[src/rtl/mem_port_arbiter.sv]
// Shares one memory port between instruction fetch (I) and data (D) requesters.
// Grants are locked until the handshake completes; responses are routed back by an in-order tag FIFO.
module mem_port_arbiter #(
  parameter int ADDR_W          = 32,
  parameter int DATA_W          = 32,
  parameter int MAX_OUTSTANDING = 4,
  parameter int STARVE_LIMIT    = 3
) (
  input  logic                               clk,
  input  logic                               rst,
  input  logic                               i_req_valid,
  input  logic [ADDR_W-1:0]                  i_req_addr,
  output logic                               i_req_ready,
  input  logic                               d_req_valid,
  input  logic [ADDR_W-1:0]                  d_req_addr,
  input  logic                               d_req_we,
  input  logic [DATA_W-1:0]                  d_req_wdata,
  input  logic [DATA_W/8-1:0]                d_req_wstrb,
  output logic                               d_req_ready,
  output logic                               m_req_valid,
  output logic [ADDR_W-1:0]                  m_req_addr,
  output logic                               m_req_we,
  output logic [DATA_W-1:0]                  m_req_wdata,
  output logic [DATA_W/8-1:0]                m_req_wstrb,
  input  logic                               m_req_ready,
  input  logic                               m_resp_valid,
  input  logic [DATA_W-1:0]                  m_resp_rdata,
  input  logic                               m_resp_err,
  output logic                               i_resp_valid,
  output logic [DATA_W-1:0]                  i_resp_rdata,
  output logic                               i_resp_err,
  output logic                               d_resp_valid,
  output logic [DATA_W-1:0]                  d_resp_rdata,
  output logic                               d_resp_err,
  output logic [$clog2(MAX_OUTSTANDING):0]   outstanding,
  output logic                               spurious_resp
);

  localparam int STRB_W = DATA_W / 8;
  localparam int PTR_W  = $clog2(MAX_OUTSTANDING);
  localparam int CNT_W  = PTR_W + 1;
  localparam int STV_W  = $clog2(STARVE_LIMIT + 1);
  localparam logic [CNT_W-1:0] FULL_CNT = CNT_W'(MAX_OUTSTANDING);
  localparam logic [STV_W-1:0] STV_MAX  = STV_W'(STARVE_LIMIT);

  typedef enum logic [1:0] {
    ST_IDLE   = 2'd0,
    ST_HOLD_I = 2'd1,
    ST_HOLD_D = 2'd2
  } state_t;

  state_t r_state;
  state_t w_state_next;

  logic [STV_W-1:0]           r_starve;
  logic [STV_W-1:0]           w_starve_next;
  logic [PTR_W-1:0]           r_wr_ptr;
  logic [PTR_W-1:0]           r_rd_ptr;
  logic [CNT_W-1:0]           r_count;
  logic [MAX_OUTSTANDING-1:0] r_tag;
  logic                       r_spurious;

  logic                       w_full;
  logic                       w_empty;
  logic                       w_grant;
  logic                       w_sel_d;
  logic                       w_req_on;
  logic                       w_accept;
  logic                       w_push;
  logic                       w_pop;
  logic                       w_head_d;
  logic [MAX_OUTSTANDING-1:0] w_slot_we;

  assign w_full  = (r_count == FULL_CNT);
  assign w_empty = (r_count == '0);

  always_ff @(posedge clk) begin
    if (rst) begin
      r_state <= ST_IDLE;
    end else begin
      r_state <= w_state_next;
    end
  end

  // Grant selection: IDLE arbitrates fresh, HOLD states replay the locked source.
  always_comb begin
    w_state_next = r_state;
    w_grant      = 1'b0;
    w_sel_d      = 1'b0;
    case (r_state)
      ST_IDLE: begin
        if (!w_full) begin
          if (d_req_valid && i_req_valid) begin
            w_grant = 1'b1;
            w_sel_d = (r_starve != STV_MAX);
          end else if (d_req_valid) begin
            w_grant = 1'b1;
            w_sel_d = 1'b1;
          end else if (i_req_valid) begin
            w_grant = 1'b1;
            w_sel_d = 1'b0;
          end
        end
        if (w_grant && !m_req_ready) begin
          w_state_next = w_sel_d ? ST_HOLD_D : ST_HOLD_I;
        end
      end
      ST_HOLD_I: begin
        w_grant = 1'b1;
        w_sel_d = 1'b0;
        if (m_req_ready) w_state_next = ST_IDLE;
      end
      ST_HOLD_D: begin
        w_grant = 1'b1;
        w_sel_d = 1'b1;
        if (m_req_ready) w_state_next = ST_IDLE;
      end
      default: begin
        w_state_next = ST_IDLE;
      end
    endcase
  end

  assign w_req_on = w_grant & ~rst;
  assign w_accept = w_req_on & m_req_ready;
  assign w_push   = w_accept & ~w_full;
  assign w_pop    = m_resp_valid & ~w_empty & ~rst;

  // Starve counter only moves on IDLE-cycle losses by I; an I accept clears it.
  always_comb begin
    w_starve_next = r_starve;
    if (r_state == ST_IDLE && w_grant && w_sel_d && i_req_valid && r_starve != STV_MAX) begin
      w_starve_next = r_starve + 1'b1;
    end
    if (w_accept && !w_sel_d) begin
      w_starve_next = '0;
    end
  end

  assign m_req_valid = w_req_on;
  assign m_req_addr  = !w_req_on ? '0 : (w_sel_d ? d_req_addr : i_req_addr);
  assign m_req_we    = w_req_on & w_sel_d & d_req_we;
  assign m_req_wdata = (w_req_on && w_sel_d) ? d_req_wdata : '0;
  assign m_req_wstrb = (w_req_on && w_sel_d) ? d_req_wstrb : {STRB_W{1'b0}};
  assign i_req_ready = w_accept & ~w_sel_d;
  assign d_req_ready = w_accept & w_sel_d;

  // Tag storage is tiny and read combinationally at the head, so it lives in flops.
  genvar gi;
  generate
    for (gi = 0; gi < MAX_OUTSTANDING; gi++) begin : g_slot
      assign w_slot_we[gi] = w_push && (r_wr_ptr == PTR_W'(gi));
    end
  endgenerate

  always_ff @(posedge clk) begin
    if (rst) begin
      r_tag <= '0;
    end else begin
      for (int k = 0; k < MAX_OUTSTANDING; k++) begin
        if (w_slot_we[k]) r_tag[k] <= w_sel_d;
      end
    end
  end

  always_ff @(posedge clk) begin
    if (rst) begin
      r_wr_ptr   <= '0;
      r_rd_ptr   <= '0;
      r_count    <= '0;
      r_starve   <= '0;
      r_spurious <= 1'b0;
    end else begin
      r_starve <= w_starve_next;
      if (w_push) r_wr_ptr <= r_wr_ptr + 1'b1;
      if (w_pop)  r_rd_ptr <= r_rd_ptr + 1'b1;
      case ({w_push, w_pop})
        2'b10:   r_count <= r_count + 1'b1;
        2'b01:   r_count <= r_count - 1'b1;
        default: r_count <= r_count;
      endcase
      if (m_resp_valid && w_empty) r_spurious <= 1'b1;
    end
  end

  assign w_head_d     = r_tag[r_rd_ptr];
  assign i_resp_valid = w_pop & ~w_head_d;
  assign i_resp_rdata = i_resp_valid ? m_resp_rdata : '0;
  assign i_resp_err   = i_resp_valid & m_resp_err;
  assign d_resp_valid = w_pop & w_head_d;
  assign d_resp_rdata = d_resp_valid ? m_resp_rdata : '0;
  assign d_resp_err   = d_resp_valid & m_resp_err;

  assign outstanding   = r_count;
  assign spurious_resp = r_spurious;

endmodule

[config.mk]
export PLATFORM = sky130hd
export DESIGN_NAME = mem_port_arbiter
export DESIGN_NICKNAME = d
export VERILOG_FILES = /design/src/rtl/mem_port_arbiter.sv
export SDC_FILE = /design/constraint.sdc
export NUM_CORES = 1
export LEC_CHECK = 0
export ABC_AREA = 1
export CORE_AREA = 3 3 108 110
export DETAILED_ROUTE_END_ITERATION = 10
export DIE_AREA = 0 0 111 113
export GPL_TIMING_DRIVEN = 0
export MAX_ROUTING_LAYER = met4
export PLACE_DENSITY = 0.75
export SLEW_MARGIN = 20
export SYNTH_ARGS = -nofsm -noshare
export SYNTH_HDL_FRONTEND = slang
export SYNTH_SLANG_ARGS = --single-unit
[constraint.sdc]
create_clock -name clk -period 5.32 [get_ports clk]
set_input_delay 1.33 -clock clk [delete_from_list [all_inputs] [get_ports clk]]
set_output_delay 1.33 -clock clk [all_outputs]
set_load 0.01 [all_outputs]
== Word level (Yosys, flattened, before mapping) ==
Index checks and enable logic that the tools add are counted.

* Flip-flop bits (word level): 16
* Output and inout bits: 144
* Logic and storage cells: 91

* Add/subtract/negate cells: 5
* Order comparisons: 1
* Equality and inequality tests: 11
* Multiplexer cells: 24
* Bitwise logic cells: 18
* Reduce and logical (&&, ||, !) cells: 22

{| class="wikitable"
|+ Operators with widths
! kind !! number
|-
| $mux 32 || 5
|-
| $and 1x1->1 || 13
|-
| $logic_and 1x1->1 || 13
|-
| $mux 1 || 10
|-
| $eq 2x2->1 const B || 4
|-
| $add 2x1->2 const B || 3
|-
| $eq 2x1->1 const B || 3
|-
| $mux 2 || 3
|-
| $pmux 3 s2 || 1
|-
| $not 1->1 || 5
|-
| $logic_not 2->1 || 2
|-
| $mux 4 || 1
|-
| $ne 2x2->1 const B || 2
|-
| $pmux 1 s2 || 2
|-
| $pmux 2 s2 || 1
|-
| $reduce_or 2->1 || 2
|-
| $add 3x1->3 const B || 1
|-
| $eq 3x3->1 const B || 1
|-
| $logic_not 3->1 || 1
|-
| $lt 2x3->1 const B || 1
|-
| $sub 3x1->3 const B || 1
|-
| $bmux 1 s2 || 1
|-
| $logic_not 1->1 || 2
|-
| $ne 2x1->1 const B || 1
|-
| 2 further kinds || 2
|}

== Logic depth before layout (Yosys ltp) ==
Gate-level depths: netlist of run 1.

* Word-level depth: 11
* Depth in mapped cells: 14
* Gate-level depth less buffers: 14

== Worst setup path before layout of run 1 ==
Ideal clock, no wire load.

* Path type: in2out
* From: input port i_req_valid
* To: output port m_req_addr[10]
* Arrival: 2260 ps
* Data required time: 3990 ps
* Setup slack: 1730 ps
* Cell stages on the path: 9
* Path buffers: 1
* Cell sequence: inv_1 > nand2_1 > nand3_2 > nand2_2 > nand2_2 > nor2_4 > inv_2 > buf_6 > a21oi_1

* Word-level cells in the longest chain between the ends: 8
* Elaborated cells between the ends (all ways): 14

{| class="wikitable"
|+ Ends and longest elaborated chain
! what !! line !! source
|-
| start: declaration || 11 || <nowiki>input logic i_req_valid,</nowiki>
|-
| $mux 1 || 99 || <nowiki>end else if (i_req_valid) begin</nowiki>
|-
| $mux 1 || 96 || <nowiki>end else if (d_req_valid) begin</nowiki>
|-
| $mux 1 (*) || 93 || <nowiki>if (d_req_valid && i_req_valid) begin</nowiki>
|-
| $mux 1 (*) || 92 || <nowiki>if (!w_full) begin</nowiki>
|-
| $mux 1 (*) || 90 || <nowiki>case (r_state)</nowiki>
|-
| $pmux 1 s2 (*) || 90 ||
|-
| $and 1x1->1 (*) || 124 || <nowiki>assign w_req_on = w_grant & ~rst;</nowiki>
|-
| named net m_req_valid || 20 || <nowiki>output logic m_req_valid,</nowiki>
|-
| $mux 32 (*) || 141 || <nowiki>assign m_req_addr = !w_req_on ? '0 : (w_sel_d ? d_req_addr : i_req_addr);</nowiki>
|-
| end: declaration || 21 || <nowiki>output logic [ADDR_W-1:0] m_req_addr,</nowiki>
|}

Mark *: on every way through the listed nets, which the timed path passes. The rest lies on a longest branch. The select of a mux whose other input is x is not followed.

== Worst setup path in the final report of run 1 ==
* From: input port d_req_valid
* To: output port m_req_wstrb[0]

* Word-level cells in the longest chain between the ends: 8
* Elaborated cells between the ends (all ways): 14

{| class="wikitable"
|+ Ends and longest elaborated chain
! what !! line !! source
|-
| start: declaration || 14 || <nowiki>input logic d_req_valid,</nowiki>
|-
| $mux 1 or $logic_and 1x1->1 (tied branches) || 96, 93 ||
|-
| $mux 1 || 93 ||
|-
| $mux 1 || 92 ||
|-
| $mux 1 || 90 ||
|-
| $pmux 1 s2 || 90 ||
|-
| $and 1x1->1 || 124 ||
|-
| $logic_and 1x1->1 (*) || 144 || <nowiki>assign m_req_wstrb = (w_req_on && w_sel_d) ? d_req_wstrb : {STRB_W{1'b0}};</nowiki>
|-
| $mux 4 (*) || 144 ||
|-
| end: declaration || 24 || <nowiki>output logic [DATA_W/8-1:0] m_req_wstrb,</nowiki>
|}

Every way passes the cells marked *; elsewhere a longest branch is shown, timed or not. The select of a mux whose other input is x is not followed.

==> results of run 1 <==
==> stage by stage <==
step / util, % / instance area (µm²) / setup WS (ns) / power (µW)
after global routing: 49.1 / 5300 / 0.396 / 1720
final: 49.1 / 5300 / 0.538 / 1590
after CTS: 49.1 / 5300 / 0.537 / 1600
after detailed placement: 48.6 / 5250 / 0.550 / 1480
after global placement: 48.6 / 5250 / 0.551 / 1480
after floorplan: - / 2240 / 1.73 / 841
==> power breakdown <==
part	total, µW	internal [µW]	switching [µW]
registers	173	149	24.6
logic	1300	644	660
clock network	109	65.7	43.6
total	1590	859	728
==> registers in the layout, indices dropped and copies added, names as in the netlist <==
register	count
r_wr_ptr	2
outstanding	3
r_state	2
r_tag	4
r_rd_ptr	2
r_starve	2
spurious_resp	1
==> logic make-up (layout without fill, tap and decap cells) <==
group / Yosys count / in the layout / share of synthesized area [%]
adders and majority gates: 10 / 10 / 5.92
DFF: 16 / 16 / 14.3
and+or+nand+nor: 218 / 218 / 40.9
AOI/OAI and AO/OA: 59 / 59 / 13.7
xor gates and xnor gates: 1 / 1 / 0.391
buffers and inverters: 118 / 405 / 24.7
==> layer usage <==
metal	vias up	global-route usage, %	wire [µm]
li1	1810	-	-
met1	1436	18.9	4530
met2	135	27.8	5250
met3	10	3.26	626
met4	0	1.89	113
met5	-	-	0
==> final cells by class <==
| class | instances | area, µm² | area share, % |
|---|---|---|---|
| Tap cell | 140 | 175 | 3.30 |
| Buffer | 20 | 184 | 3.47 |
| Sequential cell | 16 | 320 | 6.04 |
| Inverter | 98 | 370 | 6.98 |
| Multi-Input combinational cell | 288 | 1370 | 25.8 |
| Clock buffer | 4 | 55.1 | 1.04 |
| Timing Repair Buffer | 283 | 2830 | 53.4 |
==> cells in the final DEF (no fill, tap or decap), types with 4 or more instances in the layout <==
cell type        Yosys  routed
nand2_1             78      78
ha_1                 9       9
dfxtp_1             16      16
a21oi_1             45      45
nor2_2              10      10
nand3_1              7       7
nor2_1             112     112
buf_4                4       4
inv_1               94      94
buf_6               12      12
clkdlybuf4s50_1      0     283
o21ai_0             10      10
clkbuf_8             0       4
==> worst max-delay path: cells and delay by family <==
| kind | cells | cell delay (ns) |
|---|---|---|
| buf+inv | 4 | 1.30 |
| simple gates | 7 | 0.81 |
==> final timing paths <==
kind	start	to	slack [ns]	cells after the start
max	d_req_valid	m_req_wstrb[0]	0.54	11
max reg2reg	r_state[0]	outstanding[2]	2.99	14
min reg2reg	spurious_resp	spurious_resp	0.45	2
min	spurious_resp	spurious_resp	0.45	2
==> results by group, run 1 <==
Route
  • Iter 0 DRT Violations: 188
  • Antenna viol nets, final: 0
  • Wire per inst: 12.4 µm
  • Residual DRC count: 0
  • Via count: 3391
  • Via density: 3.99
  • Total Routed Length: 10.5 mm
  • Pre-antenna DRT Iters: 4

Synth
  • Most frequent cell after synthesis: nor2_1
  • Synth top area share: 18.8%
  • Post-synth top area cell: nor2_1
  • Yosys warnings: 0
  • Synth top cells by count: 112 x nor2_1, 94 x inv_1, 78 x nand2_1, 45 x a21oi_1, 16 x dfxtp_1
  • Synth Cell Area: 2240 µm²
  • Distinct cells, synth: 27
  • Syn Inst Count: 422
  • Sequential share of the synthesized area: 14.3%
  • Seq cells post-synth: 16
  • Ys async rst share: 0%
  • Largest cells by area after synthesis: nor2_1 19%, inv_1 16%, dfxtp_1 14%, nand2_1 13%, a21oi_1 10%
  • Post-Syn Nets: 572
  • Mean Syn Cell Area: 5.31 µm²
  • Post-synth EDFFs: 0
  • Ys flop type: dfxtp_1

Die
  • Chip width: 111 µm
  • Rows: 38
  • Die Ht: 113 µm
  • Die area: 12500 µm²
  • Ports: 284
  • Effective utilization at floorplan: 20.8%
  • Core Area: 10800 µm²

Clocking
  • Clock transition at path regs: 0.06 ns
  • H-tree Lvls: 1
  • Resize count post-CTS: 0
  • Hold-fix buffer count after cts: 0
  • Worst-case clock buffer depth: 2
  • TritonCTS buffer count: 3
  • TritonCTS clock tree: done
  • # Post-CTS Setup Buffers: 0
  • Root buf cell: clkbuf_8
  • Clock Sinks: 16
  • Worst-Skew Late Latency: 0.25 ns

Global routing
  • Initial antenna violation count: 0
  • Number of global-route vias before repair: 3224
  • First-pass GRT wire length: 16.0 mm
  • Largest net degree at the start of global routing: 11
  • Total gr overflow: 0
  • Total track usage: 15.7%

Timing
  • Final setup fails: 0
  • TNS Setup: 0 ns
  • Slew headroom: 73.9%
  • Clk_skew: 0.00307 ns
  • Fin crit period: 4.78 ns
  • WHS: 0.447 ns
  • Final count of pins violating max slew: 0
  • F_max: 209 MHz
  • RSZ-0062 raised after global routing: false
  • Hold Vio Cnt, Final: 0
  • Final worst path period share: 89.9%
  • Worst-margin pin slew: 0.391 ns

Worst setup path
  • Arrival time worst endpoint: 3.45 ns
  • Crit-path max FO: 10
  • Slowest CP cell: clkdlybuf4s50_1
  • Critical path type: input pin to output port
  • Cell Chain, Critical Path: clkdlybuf4s50_1 > inv_1 > nand2_1 > nand3_2 > nand2_2 > nand2_2 > nor2_4 > nand2_4 > buf_6 > nor2_1 > clkdlybuf4s50_1
  • CP max stage delay: 0.57 ns
  • Worst EP required: 3.99 ns
  • Startpoint class of the critical path: input pin
  • Crit path capture type: output port

Final layout
  • Fillers: 1073
  • Share of cells above drive strength 1: 6.77%
  • Synth-to-Final Area Change: 137%
  • ANT cells: 0
  • Final net count: 860
  • Fin cells: 849

Run status
  • Status: finished, final reports clean

Flow run
  • Max cap viols: 0

Place
  • IO Port Bufs: 283
  • Dpl cells: 845
  • Placer Congestion: 0.831
  • Post-DP HPWL: 9.11 mm

Power and ir drop
  • Pwr Density: 299 nW/µm²
  • Worst IR drop on VDD: 0.000247 V
  • Leakage power: 0.00241 µW

Min path
  • Hold/Removal Path Class: register to register
Power figures use the tool's default switching activity.
==> run 2, diff against run 1 <==
ABC_CLOCK_PERIOD_IN_PS = 5320   (was default)
CAP_MARGIN = 15   (was default)
==> results of run 2 <==
No change in the layout: final DEF, timing and power equal those of run 1.
